### src/rtl/execute_stage_pkg.sv
// Shared definitions for the MIPS execute stage: datapath widths, EX control
// bit positions, ALU operation codes, forwarding selects and the multiplier
// FSM state type.
package execute_stage_pkg;

  localparam int NB_BITS = 32;
  localparam int NB_REG  = 5;
  localparam int NB_EXEC = 6;
  localparam int NB_MEM  = 3;
  localparam int NB_WB   = 2;

  // EX control word layout: [5] reg_dst, [4] alu_src, [3:0] alu_op
  localparam int EXEC_REG_DST = 5;
  localparam int EXEC_ALU_SRC = 4;

  typedef enum logic [3:0] {
    ALU_ADD  = 4'd0,
    ALU_SUB  = 4'd1,
    ALU_AND  = 4'd2,
    ALU_OR   = 4'd3,
    ALU_XOR  = 4'd4,
    ALU_NOR  = 4'd5,
    ALU_SLT  = 4'd6,
    ALU_SLTU = 4'd7,
    ALU_SLL  = 4'd8,
    ALU_SRL  = 4'd9,
    ALU_SRA  = 4'd10,
    ALU_LUI  = 4'd11,
    ALU_MULT = 4'd12,
    ALU_MFHI = 4'd13,
    ALU_MFLO = 4'd14,
    ALU_JAL  = 4'd15
  } alu_op_t;

  // Forwarding selects; the fourth encoding aliases the register-file value.
  localparam logic [1:0] FWD_REG     = 2'd0;
  localparam logic [1:0] FWD_MEM     = 2'd1;
  localparam logic [1:0] FWD_WB      = 2'd2;
  localparam logic [1:0] FWD_REG_ALT = 2'd3;

  typedef enum logic [1:0] {
    MUL_IDLE = 2'd0,
    MUL_BUSY = 2'd1,
    MUL_DONE = 2'd2
  } mul_state_t;

endpackage

### src/rtl/execute_stage_mult_seq.sv
// Iterative 32x32 signed multiplier owning the HI/LO registers.
// Ports:
//   clk, rst   clock, synchronous active-high reset (aborts a multiply)
//   start      request; only acted on in IDLE
//   a, b       signed operands, captured in IDLE
//   done       high during the single DONE cycle
//   hi, lo     product registers, written at the DONE edge
//   state      current FSM state (debug visibility)
// Operation: magnitudes are multiplied with 32 shift-add steps (one per BUSY
// cycle) and the sign is applied once when the product is committed.
module mult_seq
  import execute_stage_pkg::*;
(
  input  logic               clk,
  input  logic               rst,
  input  logic               start,
  input  logic [NB_BITS-1:0] a,
  input  logic [NB_BITS-1:0] b,
  output logic               done,
  output logic [NB_BITS-1:0] hi,
  output logic [NB_BITS-1:0] lo,
  output mul_state_t         state
);

  mul_state_t           next_state;
  logic [4:0]           cnt;
  logic [2*NB_BITS-1:0] mcand;
  logic [NB_BITS-1:0]   mplr;
  logic [2*NB_BITS-1:0] acc;
  logic                 sign;
  logic [NB_BITS-1:0]   abs_a;
  logic [NB_BITS-1:0]   abs_b;

  // Negating 0x80000000 yields 0x80000000, which is the correct unsigned
  // magnitude, so the most negative operand needs no special case.
  assign abs_a = a[NB_BITS-1] ? (~a + 1'b1) : a;
  assign abs_b = b[NB_BITS-1] ? (~b + 1'b1) : b;
  assign done  = (state == MUL_DONE);

  always_comb begin
    next_state = state;
    case (state)
      MUL_IDLE: if (start) next_state = MUL_BUSY;
      MUL_BUSY: if (cnt == 5'd31) next_state = MUL_DONE;
      MUL_DONE: next_state = MUL_IDLE;
      default:  next_state = MUL_IDLE;
    endcase
  end

  always_ff @(posedge clk) begin
    if (rst) begin
      state <= MUL_IDLE;
      cnt   <= '0;
      mcand <= '0;
      mplr  <= '0;
      acc   <= '0;
      sign  <= 1'b0;
      hi    <= '0;
      lo    <= '0;
    end else begin
      state <= next_state;
      case (state)
        MUL_IDLE: begin
          if (start) begin
            mcand <= {{NB_BITS{1'b0}}, abs_a};
            mplr  <= abs_b;
            acc   <= '0;
            sign  <= a[NB_BITS-1] ^ b[NB_BITS-1];
            cnt   <= '0;
          end
        end
        MUL_BUSY: begin
          if (mplr[0]) acc <= acc + mcand;
          mcand <= mcand << 1;
          mplr  <= mplr >> 1;
          cnt   <= cnt + 5'd1;
        end
        MUL_DONE: begin
          {hi, lo} <= sign ? (~acc + 64'd1) : acc;
        end
        default: ;
      endcase
    end
  end

endmodule

### src/rtl/execute_stage.sv
// EX stage of the 5-stage MIPS pipeline.
// Ports:
//   i_clk, i_rst          clock, synchronous active-high reset
//   i_pc .. i_rd_num      ID/EX register contents (PC+4, operands, controls)
//   i_fwd_a, i_fwd_b      forwarding selects (0/3 reg, 1 EX/MEM, 2 WB)
//   i_mem_fwd, i_wb_fwd   forwarded values from later stages
//   o_ex_mem_*            EX/MEM pipeline register
//   o_stall               combinational hold for PC, IF/ID and ID/EX
// Handshake: o_stall is high while a MULT occupies EX and its product is not
// yet being committed; upstream must hold ID/EX unchanged while it is high.
// The cycle in which o_stall drops (DONE) still carries MULT, and the next
// instruction enters on that edge.
module execute_stage
  import execute_stage_pkg::*;
(
  input  logic               i_clk,
  input  logic               i_rst,
  input  logic [NB_BITS-1:0] i_pc,
  input  logic [NB_BITS-1:0] i_rs,
  input  logic [NB_BITS-1:0] i_rt,
  input  logic [NB_BITS-1:0] i_sgext,
  input  logic [NB_EXEC-1:0] i_exec,
  input  logic [NB_MEM-1:0]  i_mem,
  input  logic [NB_WB-1:0]   i_wb,
  input  logic [NB_REG-1:0]  i_rt_num,
  input  logic [NB_REG-1:0]  i_rd_num,
  input  logic [1:0]         i_fwd_a,
  input  logic [1:0]         i_fwd_b,
  input  logic [NB_BITS-1:0] i_mem_fwd,
  input  logic [NB_BITS-1:0] i_wb_fwd,
  output logic [NB_BITS-1:0] o_ex_mem_alu,
  output logic [NB_BITS-1:0] o_ex_mem_st,
  output logic [NB_REG-1:0]  o_ex_mem_reg_dst,
  output logic [NB_MEM-1:0]  o_ex_mem_mem,
  output logic [NB_WB-1:0]   o_ex_mem_wb,
  output logic               o_stall
);

  alu_op_t            alu_op;
  logic               reg_dst_sel;
  logic               alu_src_sel;
  logic [4:0]         shamt;
  logic               is_mult;
  logic [NB_BITS-1:0] opnd_a;
  logic [NB_BITS-1:0] fwd_b_val;
  logic [NB_BITS-1:0] opnd_b;
  logic [NB_BITS-1:0] alu_result;
  logic [NB_REG-1:0]  dst_num;
  logic [NB_BITS-1:0] hi;
  logic [NB_BITS-1:0] lo;
  logic               mul_done;
  mul_state_t         mul_state;

  assign alu_op      = alu_op_t'(i_exec[3:0]);
  assign reg_dst_sel = i_exec[EXEC_REG_DST];
  assign alu_src_sel = i_exec[EXEC_ALU_SRC];
  assign shamt       = i_sgext[10:6];
  assign is_mult     = (alu_op == ALU_MULT);
  assign dst_num     = reg_dst_sel ? i_rd_num : i_rt_num;

  always_comb begin
    opnd_a = i_rs;
    case (i_fwd_a)
      FWD_MEM: opnd_a = i_mem_fwd;
      FWD_WB:  opnd_a = i_wb_fwd;
      default: opnd_a = i_rs;
    endcase
  end

  always_comb begin
    fwd_b_val = i_rt;
    case (i_fwd_b)
      FWD_MEM: fwd_b_val = i_mem_fwd;
      FWD_WB:  fwd_b_val = i_wb_fwd;
      default: fwd_b_val = i_rt;
    endcase
  end

  assign opnd_b = alu_src_sel ? i_sgext : fwd_b_val;

  always_comb begin
    alu_result = '0;
    case (alu_op)
      ALU_ADD:  alu_result = opnd_a + opnd_b;
      ALU_SUB:  alu_result = opnd_a - opnd_b;
      ALU_AND:  alu_result = opnd_a & opnd_b;
      ALU_OR:   alu_result = opnd_a | opnd_b;
      ALU_XOR:  alu_result = opnd_a ^ opnd_b;
      ALU_NOR:  alu_result = ~(opnd_a | opnd_b);
      ALU_SLT:  alu_result = {31'd0, $signed(opnd_a) < $signed(opnd_b)};
      ALU_SLTU: alu_result = {31'd0, opnd_a < opnd_b};
      ALU_SLL:  alu_result = opnd_b << shamt;
      ALU_SRL:  alu_result = opnd_b >> shamt;
      ALU_SRA:  alu_result = $unsigned($signed(opnd_b) >>> shamt);
      ALU_LUI:  alu_result = {opnd_b[15:0], 16'h0000};
      ALU_MFHI: alu_result = hi;
      ALU_MFLO: alu_result = lo;
      ALU_JAL:  alu_result = i_pc + 32'd4;
      default:  alu_result = '0;
    endcase
  end

  mult_seq u_mult (
    .clk   (i_clk),
    .rst   (i_rst),
    .start (is_mult && (mul_state == MUL_IDLE)),
    .a     (opnd_a),
    .b     (opnd_b),
    .done  (mul_done),
    .hi    (hi),
    .lo    (lo),
    .state (mul_state)
  );

  assign o_stall = is_mult && !mul_done;

  // MULT never writes a GPR: every cycle it sits in EX, including DONE,
  // sends a bubble downstream.
  always_ff @(posedge i_clk) begin
    if (i_rst || is_mult) begin
      o_ex_mem_alu     <= '0;
      o_ex_mem_st      <= '0;
      o_ex_mem_reg_dst <= '0;
      o_ex_mem_mem     <= '0;
      o_ex_mem_wb      <= '0;
    end else begin
      o_ex_mem_alu     <= alu_result;
      o_ex_mem_st      <= fwd_b_val;
      o_ex_mem_reg_dst <= dst_num;
      o_ex_mem_mem     <= i_mem;
      o_ex_mem_wb      <= i_wb;
    end
  end

endmodule

### config.mk
export PLATFORM = sky130hd
export DESIGN_NAME = execute_stage
export DESIGN_NICKNAME = d
export VERILOG_FILES = /design/src/rtl/execute_stage_pkg.sv /design/src/rtl/execute_stage_mult_seq.sv /design/src/rtl/execute_stage.sv
export SDC_FILE = /design/constraint.sdc
export NUM_CORES = 1
export LEC_CHECK = 0
export CORE_MARGIN = 2
export CORE_UTILIZATION = 40
export DETAILED_ROUTE_END_ITERATION = 6
export PLACE_DENSITY = 0.7
export SLEW_MARGIN = 20
export SYNTH_ARGS = -nofsm -noshare
export SYNTH_HDL_FRONTEND = slang
export SYNTH_SLANG_ARGS = --single-unit
### constraint.sdc
create_clock -name i_clk -period 10.8 [get_ports i_clk]
set_input_delay 2.7 -clock i_clk [delete_from_list [all_inputs] [get_ports i_clk]]
set_output_delay 2.7 -clock i_clk [all_outputs]
set_load 0.02 [all_outputs]
==> impl_metrics.toml <==
[worst_hold_path]
hold_class = "reg2reg"
min_path_cells = 2

[critical_path]
crit_top_cell = "inv_1"
crit_chain = "clkdlybuf4s50_1, inv_1, ha_1, inv_1, o21ai_0, o21ai_1, inv_1, ha_1, inv_1, a21oi_1, a211oi_1, o311ai_0, a21oi_1, a21oi_1, o31ai_1, or4_1, nand4_1, and3_1"
cp_slowest_stage_delay_ns = 0.89
cp.arrival_ns = 9.25
cp_num_cells = 18
slowest_stage = "o21ai_1"
critical-path-top-delay-family = "compound AO/OA/AOI/OAI gates"
cp.required_ns = 11.33
cp.buffers_inverters = 5
end_kind = "flip-flop"
startpoint_type = "input pin"
critPathMaxFanout = 31
r2r_cells = 13
crit_type = "in2reg"

[finish]
flow.area_growth_from_synthesis_pct = 18.39
drive_gt1_share_pct = 5.716
finalNetCount = 4307
multi_input_area_sq_mm = 0.01990
seqCellArea_sq_mm = 0.006127
fin_area_sq_mm = 0.03252
post-route-util_pct = 47.58
nFillCells = 6903

[run]
max_cap_viol_count = 0

[floorplanning]
start_util_pct = 40.19
rows = 96
pin_count = 294
die_w_um = 266.1
dieArea_sq_mm = 0.07079
die_y_um = 266.1
core_sq_mm = 0.06835

[global_route]
use_met1_pct = 47.89
grt_pass1_vias = 28250
antenna_found_initial = 5
grt_util_all_layers_pct = 36.72
use_met2_pct = 55.10
grt_max_degree = 80
busiest_layer = "met2"
met3_usage_pct = 9.261
grt_pass1_wl_mm = 193.9
grt_overflow_total = 0

[logic_synthesis]
synth_nets = 4164
ys.flop_type = "dfxtp_1"
syn-instance-count = 3763
syn_avg_cell_area_sq_um = 7.300
ys_ff_latch = 306
yosys_warnings = 0
synth_top_cell_by_area = "dfxtp_1"
synthTopCellsByArea = "dfxtp_1, ha_1, nor2_1"
post_synth_num_cell_types = 79
async_flop_share_pct = 0
synth_top_area_share_pct = 22.30
seq_area_frac_synth_pct = 22.30
syn_area_sq_mm = 0.02747
synth_edf_count = 0

[timing]
fin_crit_sh_pct = 80.71
fin_skew_ns = 0.01874
relSlewSlack_pct = 11.01
setup_violations = 0
final_max_slew_viol_count = 0
setup-tns-final_ns = 0
worstMarginPinSlew_ns = 1.321
rsz0062_at_grt = "false"
max_freq_mhz = 114.7
setup_ws_ns = 2.083
timing.final.crit_period_ns = 8.717
hold_viol_final = 0

[cts]
path_clk_slew_ns = 0.07
numCtsBuffers = 39
clkSinkCount = 306
clk_latency_ns = 0.59
cts_buffer_depth = 3
cts_tree = "built"
cts_resized = 0
htree_levels = 2
cts_hold_buf = 0
postCtsSetupRepairBufs = 0
cts_root_buffer = "clkbuf_16"

[place]
post-place-ws_ns = 1.813
placed_area_sq_mm = 0.03116
dp_hpwl_mm = 104.7
portBuffers = 293
gp_congestion = 1.101

[pwr]
static-leakage-power_uw = 0.01293
peakVddDrop_mv = 0.1012
p_per_area_mw_per_mm2 = 130.6

[routing]
num_vias = 31540
first_iter_violations = 4731
drc = 10
first_pass_iters = 7
final_antenna_net_count = 0
drt_wl_total_mm = 136.0
wl_per_cell_um = 28.22
viasPerCell = 6.544

[run_status]
violations = "DRC"
status = "finished, violations left"
-- worst min-delay path: stages (launching register included) --
cell,delay [ns]
dfxtp_1,0.31
nand2_1,0.05
a21oi_1,0.05
-- flip-flops by register name, summed over array words and instances (netlist names) --
name and cells:
o_ex_mem_mem 3, o_ex_mem_st 32, o_ex_mem_wb 2, u_mult.acc 64, u_mult.state 2, u_mult.sign 1, u_mult.lo 32, u_mult.cnt 5
u_mult.mplr 32, o_ex_mem_reg_dst 5, u_mult.mcand 64, u_mult.hi 32, o_ex_mem_alu 32
-- per-layer routing --
metal  vias up  wire length [um]  share of wire, %
li1      14150                 -                 -
met1     14900             52640                39
met2      2046             58080                43
met3       450             16030                12
met4         4              9266               6.8
met5         -                21             0.015
-- cell families (layout without fill, tap and decap cells) --
family                     after synthesis  in the layout  share of synthesized area (%)
AOI/OAI and AO/OA                     1312           1312                          32.25
xor gates and xnor gates               224            224                          7.142
adders and majority gates              182            182                          8.372
buffers and inverters                  408            581                          5.580
DFF                                    306            306                          22.30
muxes                                  102            102                          4.222
other                                    0              2                              0
and+or+nand+nor                       1229           1229                          20.13
-- path summary, 6_finish.rpt --
check                                           startpoint                     endpoint  slack, ns
worst min-delay path            u_mult.hi[31]$_SDFFE_PP0N_   u_mult.hi[31]$_SDFFE_PP0N_       0.46
worst max-delay path                            i_fwd_b[0]  o_ex_mem_alu[30]$_SDFF_PP0_       2.08
worst min register to register  u_mult.hi[31]$_SDFFE_PP0N_   u_mult.hi[31]$_SDFFE_PP0N_       0.46
worst max register to register  u_mult.acc[0]$_SDFFE_PP0P_  u_mult.acc[62]$_SDFFE_PP0P_       6.42
-- report_power, final --
group / switching (uW) / internal (uW)
sequential: 30.8 / 1180
clock: 577 / 840
combinational: 1080 / 542
total: 1690 / 2560
-- placed cells by master, fill, tap and decap left out, types with 33 or more instances in the layout --
cell type          n
a2111oi_0         36
a211oi_1          97
a21o_1            62
a21oi_1          274
a221o_1           46
a221oi_1          49
a22o_1            69
a22oi_1           58
a31oi_1           52
buf_4             86
clkbuf_16         39
clkdlybuf4s50_1  287
dfxtp_1          305
ha_1             179
inv_1            128
mux2i_1           81
nand2_1          357
nand3_1           74
nand4_1           38
nor2_1           467
nor2b_1           36
nor3_1            62
o211ai_1          33
o21ai_0          264
o22ai_1           35
o31ai_1           45
xnor2_1          124
xor2_1           100
-- per-stage QoR --
step	power (uW)	hold WS, ns	cells
2_1_floorplan	2098	0.4255	3763
3_3_place_gp	2773	0.4454	4747
3_5_place_dp	2759	0.4485	4747
4_1_cts	4176	0.4576	4818
5_1_grt	4359	0.4894	4818
6_report	4249	0.4565	4820
-- final cells by class --
cell class / count / share of cell area, %
well taps: 882 / 3.393
diodes: 2 / 0.01539
clock buffers: 50 / 3.220
inverters: 132 / 1.524
repair buffers: 378 / 10.90
clock inverters: 21 / 0.9272
multi-input cells: 3049 / 61.18
flip-flops and latches: 306 / 18.84
-- cell usage after synthesis, types with 46 or more instances --
master    count
a221o_1      46
xnor2_1     124
clkbuf_1    244
a21o_1       62
xor2_1      100
nand3_1      74
a22o_1       69
nor3_1       67
dfxtp_1     306
a31oi_1      52
a221oi_1     49
inv_1       128
a22oi_1      58
mux2i_1      81
o31ai_1      47
nor2_1      473
a21oi_1     274
ha_1        179
nand2_1     358
o21ai_0     264
a211oi_1     97
No activity file was read; power rests on OpenSTA's default activity.
